<file path="src/rtl/vga_filter_pkg.sv">
`default_nettype none
// ============================================================================
// Module   : vga_filter_pkg
// Purpose  : Filter mode encoding and luma coefficients for the VGA pixel pipe.
// Revision : 1.0
// ============================================================================
package vga_filter_pkg;

    typedef enum logic [1:0] {
        PASS   = 2'd0,
        GRAY   = 2'd1,
        INVERT = 2'd2,
        THRESH = 2'd3
    } filt_mode_e;

    localparam int unsigned LUMA_R     = 77;
    localparam int unsigned LUMA_G     = 150;
    localparam int unsigned LUMA_B     = 29;
    localparam int unsigned LUMA_SHIFT = 8;

endpackage : vga_filter_pkg
`default_nettype wire

</file>
<file path="src/rtl/luma_calc.sv">
`default_nettype none
// ============================================================================
// Module   : luma_calc
// Purpose  : Two-stage luma pipeline: weighted products, then sum and shift.
// Revision : 1.0
// ============================================================================
module luma_calc
    import vga_filter_pkg::*;
#(
    parameter int CW = 4
) (
    input  logic          clk,
    input  logic          reset,
    input  logic [CW-1:0] i_r,
    input  logic [CW-1:0] i_g,
    input  logic [CW-1:0] i_b,
    output logic [CW-1:0] o_luma
);

    // Coefficients sum to 256, so the sum never exceeds CW+8 bits.
    localparam int SW = CW + LUMA_SHIFT;

    localparam logic [SW-1:0] c_coef_r = SW'(LUMA_R);
    localparam logic [SW-1:0] c_coef_g = SW'(LUMA_G);
    localparam logic [SW-1:0] c_coef_b = SW'(LUMA_B);

    logic [SW-1:0] r_prod_r;
    logic [SW-1:0] r_prod_g;
    logic [SW-1:0] r_prod_b;
    logic [SW-1:0] r_sum;

    always_ff @(posedge clk or negedge reset) begin
        if (!reset) begin
            r_prod_r <= '0;
            r_prod_g <= '0;
            r_prod_b <= '0;
            r_sum    <= '0;
        end else begin
            r_prod_r <= SW'(i_r) * c_coef_r;
            r_prod_g <= SW'(i_g) * c_coef_g;
            r_prod_b <= SW'(i_b) * c_coef_b;
            r_sum    <= r_prod_r + r_prod_g + r_prod_b;
        end
    end

    assign o_luma = r_sum[SW-1:LUMA_SHIFT];

endmodule : luma_calc
`default_nettype wire

</file>
<file path="src/rtl/vga_pixel_filter_pipe.sv">
`default_nettype none
// ============================================================================
// Module   : vga_pixel_filter_pipe
// Purpose  : Two-cycle pixel filter (pass/gray/invert/threshold) with
//            frame-synchronous mode switching and aligned DE/sync delay.
// Revision : 1.0
// ============================================================================
module vga_pixel_filter_pipe
    import vga_filter_pkg::*;
#(
    parameter int CW           = 4,
    parameter int FCW          = 8,
    parameter bit SYNC_ACT_LOW = 1'b1
) (
    input  logic           clk,
    input  logic           reset,
    input  logic [1:0]     mode_sel,
    input  logic [CW-1:0]  thresh,
    input  logic           i_de,
    input  logic           i_h_sync,
    input  logic           i_v_sync,
    input  logic [CW-1:0]  i_r,
    input  logic [CW-1:0]  i_g,
    input  logic [CW-1:0]  i_b,
    output logic           o_de,
    output logic           o_h_sync,
    output logic           o_v_sync,
    output logic [CW-1:0]  o_r,
    output logic [CW-1:0]  o_g,
    output logic [CW-1:0]  o_b,
    output logic [1:0]     o_mode,
    output logic [FCW-1:0] o_frame_cnt
);

    localparam logic c_sync_idle = SYNC_ACT_LOW;
    localparam logic c_sync_act  = ~SYNC_ACT_LOW;

    logic           r_vs_prev;
    filt_mode_e     r_mode;
    logic [CW-1:0]  r_thr;
    logic [FCW-1:0] r_frame_cnt;

    logic           w_frame_start;
    filt_mode_e     w_mode_next;
    logic [CW-1:0]  w_thr_next;

    logic           r_s1_de, r_s1_hs, r_s1_vs;
    filt_mode_e     r_s1_mode;
    logic [CW-1:0]  r_s1_thr, r_s1_r, r_s1_g, r_s1_b;

    logic           r_s2_de, r_s2_hs, r_s2_vs;
    filt_mode_e     r_s2_mode;
    logic [CW-1:0]  r_s2_thr, r_s2_r, r_s2_g, r_s2_b;

    logic [CW-1:0]  w_luma;
    logic           w_hit;
    logic [CW-1:0]  w_r, w_g, w_b;

    assign w_frame_start = (i_v_sync == c_sync_act) && (r_vs_prev == c_sync_idle);

    // A pixel entering stage 1 on the event edge already sees the new mode.
    assign w_mode_next = w_frame_start ? filt_mode_e'(mode_sel) : r_mode;
    assign w_thr_next  = w_frame_start ? thresh : r_thr;

    always_ff @(posedge clk or negedge reset) begin
        if (!reset) begin
            r_vs_prev   <= c_sync_idle;
            r_mode      <= PASS;
            r_thr       <= '0;
            r_frame_cnt <= '0;
        end else begin
            r_vs_prev <= i_v_sync;
            r_mode    <= w_mode_next;
            r_thr     <= w_thr_next;
            if (w_frame_start) begin
                r_frame_cnt <= r_frame_cnt + FCW'(1);
            end
        end
    end

    always_ff @(posedge clk or negedge reset) begin
        if (!reset) begin
            r_s1_de   <= 1'b0;
            r_s1_hs   <= c_sync_idle;
            r_s1_vs   <= c_sync_idle;
            r_s1_mode <= PASS;
            r_s1_thr  <= '0;
            r_s1_r    <= '0;
            r_s1_g    <= '0;
            r_s1_b    <= '0;
            r_s2_de   <= 1'b0;
            r_s2_hs   <= c_sync_idle;
            r_s2_vs   <= c_sync_idle;
            r_s2_mode <= PASS;
            r_s2_thr  <= '0;
            r_s2_r    <= '0;
            r_s2_g    <= '0;
            r_s2_b    <= '0;
        end else begin
            r_s1_de   <= i_de;
            r_s1_hs   <= i_h_sync;
            r_s1_vs   <= i_v_sync;
            r_s1_mode <= w_mode_next;
            r_s1_thr  <= w_thr_next;
            r_s1_r    <= i_r;
            r_s1_g    <= i_g;
            r_s1_b    <= i_b;
            r_s2_de   <= r_s1_de;
            r_s2_hs   <= r_s1_hs;
            r_s2_vs   <= r_s1_vs;
            r_s2_mode <= r_s1_mode;
            r_s2_thr  <= r_s1_thr;
            r_s2_r    <= r_s1_r;
            r_s2_g    <= r_s1_g;
            r_s2_b    <= r_s1_b;
        end
    end

    luma_calc #(
        .CW (CW)
    ) u_luma (
        .clk    (clk),
        .reset  (reset),
        .i_r    (i_r),
        .i_g    (i_g),
        .i_b    (i_b),
        .o_luma (w_luma)
    );

    assign w_hit = (w_luma >= r_s2_thr);

    always_comb begin
        w_r = r_s2_r;
        w_g = r_s2_g;
        w_b = r_s2_b;
        case (r_s2_mode)
            PASS: begin
                w_r = r_s2_r;
                w_g = r_s2_g;
                w_b = r_s2_b;
            end
            GRAY: begin
                w_r = w_luma;
                w_g = w_luma;
                w_b = w_luma;
            end
            INVERT: begin
                w_r = ~r_s2_r;
                w_g = ~r_s2_g;
                w_b = ~r_s2_b;
            end
            THRESH: begin
                w_r = {CW{w_hit}};
                w_g = {CW{w_hit}};
                w_b = {CW{w_hit}};
            end
            default: begin
                w_r = r_s2_r;
                w_g = r_s2_g;
                w_b = r_s2_b;
            end
        endcase
        if (!r_s2_de) begin
            w_r = '0;
            w_g = '0;
            w_b = '0;
        end
    end

    assign o_de        = r_s2_de;
    assign o_h_sync    = r_s2_hs;
    assign o_v_sync    = r_s2_vs;
    assign o_r         = w_r;
    assign o_g         = w_g;
    assign o_b         = w_b;
    assign o_mode      = r_mode;
    assign o_frame_cnt = r_frame_cnt;

endmodule : vga_pixel_filter_pipe
`default_nettype wire

</file>
<file path="config.mk">
export PLATFORM = sky130hd
export DESIGN_NAME = vga_pixel_filter_pipe
export DESIGN_NICKNAME = d
export VERILOG_FILES = /design/src/rtl/vga_filter_pkg.sv /design/src/rtl/luma_calc.sv /design/src/rtl/vga_pixel_filter_pipe.sv
export SDC_FILE = /design/constraint.sdc
export NUM_CORES = 1
export LEC_CHECK = 0
export ABC_AREA = 1
export CELL_PAD_IN_SITES_DETAIL_PLACEMENT = 0
export CELL_PAD_IN_SITES_GLOBAL_PLACEMENT = 1
export CORE_UTILIZATION = 40
export CTS_CLUSTER_SIZE = 10
export DETAILED_ROUTE_END_ITERATION = 10
export GPL_TIMING_DRIVEN = 0
export PLACE_DENSITY = 0.72
export SYNTH_ARGS = -nofsm -noshare
export SYNTH_HDL_FRONTEND = slang
export SYNTH_SLANG_ARGS = --single-unit
</file>
<file path="constraint.sdc">
create_clock -name clk -period 4.1 [get_ports clk]
set_input_delay 0.615 -clock clk [delete_from_list [all_inputs] [get_ports clk]]
set_output_delay 0.615 -clock clk [all_outputs]
set_load 0.005 [all_outputs]
</file>
==> flow_summary_export.csv, run 1 <==
group,metric,value,unit
floorplan,io-pin-count,48,
floorplan,die_w,107.2,µm
setup_path,worst-path-max-fanout,9,
layout,antenna_cells_inserted,0,
clock_network,tritoncts_clock_tree,"built",
logic_synthesis,netlist_top_cells_area,"sky130_fd_sc_hd__dfrtp_1 43%, sky130_fd_sc_hd__ha_1 16%, sky130_fd_sc_hd__nand2_1 7.2%, sky130_fd_sc_hd__fa_1 6.3%, sky130_fd_sc_hd__inv_1 4.9%",
logic_synthesis,synth_compound_gate_area_share,0.06614,
grt,grtUsageMet1,0.2184,
power_and_ir_drop,total_leakage_power,2.729,nW
logic_synthesis,synth_enable_flop_cells,0,
logic_synthesis,yosysUniqueCellTypes,33,
floorplan,design.die.area,0.01149,mm²
layout,fill_cells,1015,
detailed_routing,detail_route.wl_per_cell,12.79,µm
detailed_routing,drt-initial-drc-count,85,
setup_path,cp_startpoint_kind,"primary input",
setup_path,timing.reg2reg.worst_path_depth,7,
logic_synthesis,synth.ff_latch_count,80,
power_and_ir_drop,worst_ir_drop_vdd,0.0001624,V
logic_synthesis,post_synth_instance_area,0.004427,mm²
worst_hold_path,hp-class,"in2async",
place,gp_routability_congestion,0.8318,
detailed_routing,detail_route.wirelength,8.392,mm
clock_network,clock_tree.root_cell,"sky130_fd_sc_hd__clkbuf_8",
place,place_area,0.005097,mm²
layout,drive_above_1_share,0.06395,
grt,layer_with_the_highest_usage,"met2",
grt,via_count_of_the_first_global_routing_pass,2986,
clock_network,clock_sinks,80,
grt,global_route.usage.met3,0.03283,
logic_synthesis,synth_top_family_by_area,"adder cells",
detailed_routing,route.vias.total,3071,
clock_network,clock_path_buffers,2,
power_and_ir_drop,design_power_total,0.002764,W
timing,max_slew.worst_pin.slew,0.4194,ns
timing,final.min_clock_period,2.875,ns
setup_path,crit-reg2reg-capture,"u_luma.r_sum[10]",
clock_network,clock_insertion_delay_worst_skew,0.35,ns
job,maxcap_viol_count,0,
timing,finalCritPeriodShare,0.7013,
timing,rsz0062_at_grt,"no",
logic_synthesis,synth_warnings,0,
setup_path,setup.reg_to_reg.worst_slack,2.15,ns
setup_path,r2r_start,"u_luma.r_prod_b[7]",
clock_network,cts-htree-levels,3,
logic_synthesis,synth_fp_nets,547,
setup_path,endpoint_kind,"register",
grt,initial_antenna_violation_count,0,
place,hpwlAfterDp,6.651,mm
logic_synthesis,synth.most_common_cell,"sky130_fd_sc_hd__nand2_1",
timing,finalHoldViolations,0,
timing,achievable-frequency,347.8,MHz
layout,multiInputGateArea,0.002166,mm²
layout,sequential_cell_area,0.002007,mm²
setup_path,critical_path_required,4.33,ns
detailed_routing,firstDrtPassIters,4,
timing,fin_setup_tns,0,ns
detailed_routing,drc,0,
grt,use_met2,0.2585,
logic_synthesis,post_synth_inst_count,453,
logic_synthesis,share_of_cell_area_taken_by_muxes_after_synthesis,0,
floorplan,vertical_die_dimension,107.2,µm
grt,grt.total_usage,0.1638,
clock_network,cts_hold_repair.buffers,0,
status,status,"finished, final reports clean",
setup_path,critPathArrivalTime,3.11,ns
timing,slew-limit-headroom,0.7195,
grt,grt_max_degree,72,
logic_synthesis,synth-main-ff-cell,"sky130_fd_sc_hd__dfrtp_1",
floorplan,fp.coreArea,0.01079,mm²
setup_path,path_class,"in2reg",
clock_network,cts.repair.resized,0,
logic_synthesis,seq_area_frac_synth,0.4534,
detailed_routing,route.detailed.vias_per_inst,4.681,
floorplan,floorplan.initialDensity,0.4102,
logic_synthesis,post_synth_fa_ha_maj_area_fraction,0.2244,
logic_synthesis,synth_async_sr_flop_share,1.000,
layout,area_growth_syn_to_layout,20.10,%
logic_synthesis,synthXorXnorAreaFrac,0.03561,
logic_synthesis,synth_top_cells_by_count,"85 x sky130_fd_sc_hd__nand2_1, 76 x sky130_fd_sc_hd__dfrtp_1, 58 x sky130_fd_sc_hd__inv_1, 57 x sky130_fd_sc_hd__ha_1, 44 x sky130_fd_sc_hd__nor2_1",
detailed_routing,ant_nets,0,
timing,setup_failing_eps_final,0,
clock_network,path_clk_slew,0.08,ns
timing,timing.final.max_slew_violations,0,
place,dpl_worst_slack,0.8431,ns
logic_synthesis,post-synth-top-area-cell,"sky130_fd_sc_hd__dfrtp_1",
layout,design.final.nets,606,
logic_synthesis,synth-simple-area-share,0.1631,
timing,setup_ws,1.225,ns
place,numPortBuffers,47,
logic_synthesis,yosysTopAreaCellShare,0.4296,
floorplan,placementRows,38,
power_and_ir_drop,pwr_density_cell,520.0,mW/mm²
clock_network,cts-buffers-inserted,9,
grt,grt_first_pass_wirelength,14.28,mm
clock_network,cts_setup_buffers,0,
layout,postLayoutCellArea,0.005316,mm²
grt,residual_overflow_from_global_routing,0,
timing,clock_skew,0.007794,ns
logic_synthesis,syn_avg_cell_area,9.772,µm²
layer usage:
metal	wire length (µm)	vias up
li1	-	1574
met4	153	0
met1	4116	1445
met3	227	10
met2	3894	42
met5	0	-
layout make-up:
class                      count  share of cell area
multi-input combinational    310              0.4074
sequential                    80              0.3775
timing repair buffer          48             0.09320
inverter                      58             0.04095
tap                          140             0.03295
clock buffer                  10             0.02589
clock inverter                 5             0.01530
buffer                         5            0.006825
logic make-up (layout without fill, tap and decap cells):
group / count (synthesis) / after routing
simple gates: 169 / 169
flops: 80 / 80
fa+ha+maj: 71 / 71
buf+inv: 63 / 126
compound gates: 52 / 52
xor+xnor: 18 / 18
power breakdown:
part           switching, W  total [W]  internal (W)
Combinational      0.000610    0.00111      0.000497
Sequential         0.000100    0.00103      0.000930
Clock              0.000272   0.000627      0.000356
flip-flops by register name, summed over array words and instances, names as in the netlist, 7 cells and up:
register         flops
u_luma.r_prod_g     10
u_luma.r_prod_r      9
o_frame_cnt          8
u_luma.r_prod_b      7
through the flow:
step	std cells	hold slack [ns]	util
floorplan	453	0.3194	-
global placement	640	0.3335	0.4700
detailed placement	641	0.3347	0.4723
CTS	656	0.08636	0.4926
global route	656	0.08446	0.4926
finish	656	0.1031	0.4926
cells in the final DEF, fill, tap and decap left out, drive strengths merged, types with 20 or more instances in the layout:
| cell type | instances |
|---|---|
| nand2 | 86 |
| dfrtp | 76 |
| inv | 58 |
| ha | 57 |
| clkdlybuf4s50 | 46 |
| nor2 | 45 |
| a21oi | 26 |
| nand3 | 20 |
how the worst max path moves through the flow:
stage                      from            endpoint  slack (ns)
3_3_place_gp              reset           r_s2_g[3]       -0.29
3_5_place_dp             i_r[2]  u_luma.r_prod_r[9]        0.84
6_report                 i_r[2]  u_luma.r_prod_r[9]        1.22
2_1_floorplan            i_b[1]  u_luma.r_prod_b[8]        1.67
5_1_grt        u_luma.r_sum[11]              o_b[2]        1.06
4_1_cts        u_luma.r_sum[11]              o_b[2]        1.19
critical path, cell delays in order:
cell                              delay (ns)
sky130_fd_sc_hd__clkdlybuf4s50_1        0.72
sky130_fd_sc_hd__inv_1                  0.14
sky130_fd_sc_hd__ha_1                   0.23
sky130_fd_sc_hd__ha_1                   0.17
sky130_fd_sc_hd__or2_2                  0.29
sky130_fd_sc_hd__ha_1                   0.38
sky130_fd_sc_hd__nand2_1                0.09
sky130_fd_sc_hd__or2_2                  0.31
sky130_fd_sc_hd__o2111ai_1              0.08
sky130_fd_sc_hd__nand2_1                0.07
(Power assumes the default switching activity.)
==> run 2: changes to the inputs <==
==> constraint.sdc (replaced) <==
create_clock -name clk -period 2.7 [get_ports clk]
set_input_delay 0.405 -clock clk [delete_from_list [all_inputs] [get_ports clk]]
set_output_delay 0.405 -clock clk [all_outputs]
set_load 0.005 [all_outputs]
==> run 2 against run 1 <==
Non-clock buffer count increased by 2. Hold slack gained 0.25 ns. Worst setup slack worse by 1.1 ns. Cell count is 0.30% higher. Critical path depth is the same. Sequential share of layout area is 0.42 points lower. Critical path type unchanged. Die area unchanged. Design area grew 1.1%. Sequential cell count unchanged. Global-route usage about the same. Via count rose by 0.39%. Critical endpoint is now u_luma.r_prod_b[8]. Clock power rose by 52%. Largest power group unchanged.
==> flow_summary_export.csv, run 2 (synthesis results as in run 1) <==
group,metric,value,unit
grt,grt_first_pass_wirelength,14.30,mm
power_and_ir_drop,design_power_total,0.004207,W
detailed_routing,detail_route.wirelength,8.464,mm
worst_hold_path,hold-path-endpoint,"r_s2_g[2]",
setup_path,worst-path-max-fanout,5,
timing,achievable-frequency,389.1,MHz
layout,drive_above_1_share,0.07143,
power_and_ir_drop,total_leakage_power,2.901,nW
clock_network,cts-htree-levels,3,
grt,grt.total_usage,0.1641,
setup_path,crit-reg2reg-capture,"u_luma.r_sum[10]",
layout,largest_register_ffs,10,
power_and_ir_drop,pwr_density_cell,782.5,mW/mm²
detailed_routing,drc,0,
clock_network,clock_insertion_delay_worst_skew,0.35,ns
layout,design.final.nets,608,
clock_network,path_clk_slew,0.08,ns
worst_hold_path,hp-class,"reg2reg",
clock_network,clock_sinks,80,
detailed_routing,firstDrtPassIters,4,
setup_path,timing.critical_path.cells,"clkdlybuf4s50_1 -> inv_1 -> fa_1 -> inv_1 -> ha_1 -> ha_1 -> a21o_1 -> nand2_1 -> nand3_1 -> xor2_1",
floorplan,fp.coreArea,0.01079,mm²
layout,multiInputGateArea,0.002176,mm²
setup_path,worstPathBufferInverterCount,3,
place,dp_cells,641,
setup_path,critPathArrivalTime,2.80,ns
detailed_routing,ant_nets,0,
layout,final_common_cell,"sky130_fd_sc_hd__nand2_1",
timing,finalCritPeriodShare,0.9518,
worst_hold_path,min_delay_path_depth,0,
setup_path,cpLargestDelayFamily,"adder cells",
setup_path,endpoint_kind,"register",
detailed_routing,drt-initial-drc-count,83,
detailed_routing,route.detailed.vias_per_inst,4.685,
timing,clock_skew,0.007796,ns
job,maxcap_viol_count,0,
floorplan,placementRows,38,
setup_path,crit_path_top_delay_cell,"sky130_fd_sc_hd__clkdlybuf4s50_1",
layout,antenna_cells_inserted,0,
timing,final.min_clock_period,2.570,ns
setup_path,path_class,"in2reg",
status,status,"finished, final reports clean",
timing,slew-limit-headroom,0.7087,
layout,largest-register,"u_luma.r_prod_g",
layout,fill_cells,1004,
place,gp_routability_congestion,0.8318,
clock_network,clock_tree.root_cell,"sky130_fd_sc_hd__clkbuf_8",
timing,finalHoldViolations,0,
place,hpwlAfterDp,6.651,mm
floorplan,design.die.area,0.01149,mm²
timing,timing.final.max_slew_violations,0,
setup_path,r2r_start,"u_luma.r_prod_b[8]",
timing,hold-worst-slack,0.3514,ns
layout,mostFrequentLayoutCells,"84 x sky130_fd_sc_hd__nand2_1, 76 x sky130_fd_sc_hd__dfrtp_1, 58 x sky130_fd_sc_hd__inv_1, 57 x sky130_fd_sc_hd__ha_1, 44 x sky130_fd_sc_hd__nor2_1",
floorplan,floorplan.initialDensity,0.4102,
layout,area_growth_syn_to_layout,21.45,%
timing,rsz0062_at_grt,"no",
clock_network,cts-buffers-inserted,9,
setup_path,critical_path_required,2.93,ns
setup_path,cp_startpoint_kind,"primary input",
layout,sequential_cell_area,0.002007,mm²
clock_network,tritoncts_clock_tree,"built",
timing,setup_failing_eps_final,0,
grt,grt_max_degree,72,
clock_network,clock_path_buffers,2,
grt,via_count_of_the_first_global_routing_pass,2989,
setup_path,setup.reg_to_reg.worst_slack,0.75,ns
worst_hold_path,worst_hold_startpoint,"r_s1_g[2]",
place,numPortBuffers,47,
floorplan,die_w,107.2,µm
layout,final-instance-count-excl-fill,658,
grt,initial_antenna_violation_count,0,
detailed_routing,route.vias.total,3083,
timing,max_slew.worst_pin.slew,0.4363,ns
grt,residual_overflow_from_global_routing,0,
floorplan,io-pin-count,48,
floorplan,vertical_die_dimension,107.2,µm
setup_path,timing.reg2reg.worst_path_depth,7,
setup_path,worst_path_largest_cell_delay,0.55,ns
power_and_ir_drop,worst_ir_drop_vdd,0.0002452,V
detailed_routing,detail_route.wl_per_cell,12.86,µm
[run 2: changes by cell type in the layout (fill, tap and decap cells not counted), sizes merged]
cell           delta
clkdlybuf4s50    -13
dlygate4sd3       +1
buf               +1
dlymetal6s2s     +13
[run 2: cell type report]
class / count / area share
multi-input cells: 310 / 0.4047
inverters: 58 / 0.04049
plain buffers: 5 / 0.006749
flip-flops and latches: 80 / 0.3733
repair buffers: 50 / 0.1015
well taps: 140 / 0.03258
clock buffers: 10 / 0.02560
clock inverters: 5 / 0.01513
[run 2: layer usage]
layer	GRT usage	vias to the layer above	wire length (µm)
met2	0.2585	41	3919
met3	0.03283	8	213
met5	0	-	0
li1	-	1579	-
met1	0.2192	1455	4190
met4	0.07143	0	140
[run 2: timing repair]
| action | 4_1_cts | 5_1_grt |
|---|---|---|
| resized for setup | 0 | 16 |
| setup endpoints to repair | 0 | 15 |
| hold buffers | 1 | 0 |
| endpoints found under the hold margin | 5 | 0 |
| setup buffers | 0 | 1 |
[run 2: power breakdown]
| part | switching (W) | total (W) | internal [W] |
|---|---|---|---|
| sequential | 0.000153 | 0.00157 | 0.00141 |
| clock | 0.000413 | 0.000954 | 0.000540 |
| combinational | 0.000931 | 0.00169 | 0.000757 |
[run 2: worst max-delay path by stage]
stage                           from                 end  slack [ns]  cells past startpoint
floorplan                     i_b[1]  u_luma.r_prod_b[8]        0.48                      9
global placement               reset           r_s2_g[3]       -1.48                      1
detailed placement            i_r[2]  u_luma.r_prod_r[9]       -0.35                     10
CTS                 u_luma.r_sum[11]              o_b[2]      0.0005                      9
global route                  i_b[1]  u_luma.r_prod_b[8]        0.03                     10
finish                        i_b[1]  u_luma.r_prod_b[8]        0.13                     10
[run 2: metrics by stage]
step	setup slack, ns	utilization	setup TNS, ns	area [µm²]
2_1_floorplan	0.4845	-	0	4427
3_5_place_dp	-0.3469	0.4723	-2.125	5097
4_1_cts	0.0004945	0.4935	0	5326
3_3_place_gp	-1.478	0.4700	-115.85	5072
5_1_grt	0.03435	0.4981	0	5376
6_report	0.1303	0.4981	0	5376
==> edit, RTL diff (settings of run 1) <==
The package constant `LUMA_SHIFT` goes from 8 to 9.
--- a/src/rtl/vga_filter_pkg.sv
+++ b/src/rtl/vga_filter_pkg.sv
@@ -16,7 +16,7 @@
     localparam int unsigned LUMA_R     = 77;
     localparam int unsigned LUMA_G     = 150;
     localparam int unsigned LUMA_B     = 29;
-    localparam int unsigned LUMA_SHIFT = 8;
+    localparam int unsigned LUMA_SHIFT = 9;
 
 endpackage : vga_filter_pkg
 `default_nettype wire
Function: changed (a bounded check fails within 4 cycles, from zero or initial values and one cycle with reset low).
==> edit against run 1 <==
- utilization increased by 1.1 points
- wire length decreased by 5.7%
- synthesized area decreased by 1.2%
- sequential cell count unchanged
- setup slack improved by 0.0014 ns
- cell area decreased by 0.99%
- clock skew increased by 0.0028 ns
- non-clock buffer count unchanged
- total power decreased by 4.7%
- synthesized cell count decreased by 3.1%
- clock power increased by 1%
- largest power group is now sequential cells
==> edit: results (changes against run 1) <==
Gpl congestion - 0.799 (-4.0%)
Met2 Wirelength - 3710 microns (-4.7%)
Share of layout cells above drive strength 1 - 6.36% (-0.034 points)
XOR/XNOR share of the synthesized area - 3.80% (+0.24 points)
Fill cell count - 970 (-4.4%)
Static Leak - 2.68 nW (-1.7%)
Setup Buffers After CTS - 0 (unchanged)
Area after DPL - 5040 sq um (-1.1%)
Adder-Cell Fraction of Synth Area - 23.0% (+0.56 points)
Num CTS Buffers - 9 (unchanged)
Top_reg_cell synth - dfrtp_1
Max FFs per register - 10 (unchanged)
Seq/Total Area, Yosys - 45.9% (+0.54 points)
Post-synth top cells - nand2_1 (79), dfrtp_1 (76), ha_1 (58), inv_1 (56), nor2_1 (35)
Worst Tran Pin Value - 0.351 ns (-0.0687 ns)
Clk buf depth - 2 (unchanged)
CP Max Fanout - 6 (-3)
Layout Utilization - 50.3% (+1.1 points)
Vias in the first global route - 2957 (-0.97%)
Biggest register - u_luma.r_prod_g
Largest family of logic cells by synthesized area - adder cells
Ys Warns - 0 (unchanged)
Vias per cell - 4.60 (-1.7%)
Htree depth - 3 (unchanged)
Worst path required time - 4.33 ns (about the same)
Metal3 WL - 213 microns (-6.2%)
Net Count, Synth - 534 (-2.4%)
Final wirelength - 7910 microns (-5.7%)
Overall Global Routing Usage - 15.9% (-0.47 points)
Root Driver - clkbuf_8
Reg2reg setup slack - 2.10 ns (-0.05 ns)
Compound-gate portion of the synthesized area - 7.01% (+0.39 points)
Final Skew - 0.0106 ns (+0.00284 ns)
Status - completed
Synth top area cells - dfrtp_1 (43%), ha_1 (17%), nand2_1 (6.8%)
Drt pass-1 iters - 4 (unchanged)
Reg-to-Reg Start - u_luma.r_prod_b[3]
Met1 WL - 3900 microns (-5.4%)
Reg2reg end - u_luma.r_sum[10]
Hold Path Class - primary input to async pin
Async SR Flop Fraction - 100% (unchanged)
Initial DRC Count - 109 (+28%)
Peak supply drop - 0.191 mV (+18%)
Post-synth cell types - 33 (unchanged)
Largest net degree at the start of global routing - 77 (+6.9%)
First-pass GRT wire length - 14000 microns (-1.6%)
IO Port Bufs - 47 (unchanged)
Layout Nets - 593 (-2.1%)
Detailed placement HPWL - 6210 microns (-6.6%)
Reg2Reg Depth - 9 (+2)
## edit: changes by cell type after synthesis, moves of 3 or more
cell     change
o21ai_0     +14
nor2_1       -9
o21ai_1      -9
nand2_1      -6
a21oi_1      +4
nand4_1      -3
## edit: logic make-up (layout without fill, tap and decap cells)
kind of cell | Yosys count | after routing
and+or+nand+nor | 149 | 149
DFF | 80 | 80
adders and majority gates | 72 | 72
buffers and inverters | 62 | 126
AOI/OAI and AO/OA | 57 | 57
xor gates and xnor gates | 19 | 19
## edit: final cells by class
class / count / share of cell area (%)
buffer: 5 / 0.547
clock inverter: 3 / 1.24
inverter: 57 / 4.06
timing repair buffer: 48 / 9.41
sequential: 80 / 38.1
tap: 136 / 3.23
clock buffer: 13 / 3.02
multi-input combinational: 297 / 40.4
## edit: worst max-delay path, stage by stage
cell and delay [ns]:
clkdlybuf4s50_1 0.64, inv_1 0.13, fa_1 0.51, inv_1 0.04, ha_1 0.28, ha_1 0.36, a21o_1 0.19, nand2_1 0.06
nand3_1 0.11, xor2_1 0.16
## edit: worst max-delay path by stage
stage | startpoint | endpoint | cells after the start
floorplan | i_b[1] | u_luma.r_prod_b[8] | 9
global placement | reset | o_de | 1
detailed placement | i_b[2] | u_luma.r_prod_b[8] | 10
CTS | i_b[2] | u_luma.r_prod_b[8] | 10
global route | u_luma.r_sum[9] | o_b[3] | 10
finish | i_b[2] | u_luma.r_prod_b[8] | 10
## edit: per-stage QoR
stage                     hold slack, ns  instances  TNS, ns  worst slack (ns)
after floorplan                    0.319        439        0              1.68
after global placement             0.333        622   -17.05            -0.230
after detailed placement           0.335        623        0             0.870
after CTS                         0.0507        639        0              1.23
after global routing              0.0534        639        0              1.04
final                             0.0706        639        0              1.23
## edit: where the power goes
part	leakage (nW)	total, mW	internal [mW]	switching (mW)
sequential	0.949	1.03	0.924	0.101
clock	0.114	0.633	0.376	0.257
combinational	1.62	0.977	0.441	0.536
total	2.68	2.64	1.74	0.894
## edit: layer usage
layer,up-vias,GRT usage (%)
met5,-,0
met4,0,6.75
met3,5,2.61
met2,45,25.0
met1,1355,21.8
li1,1537,-
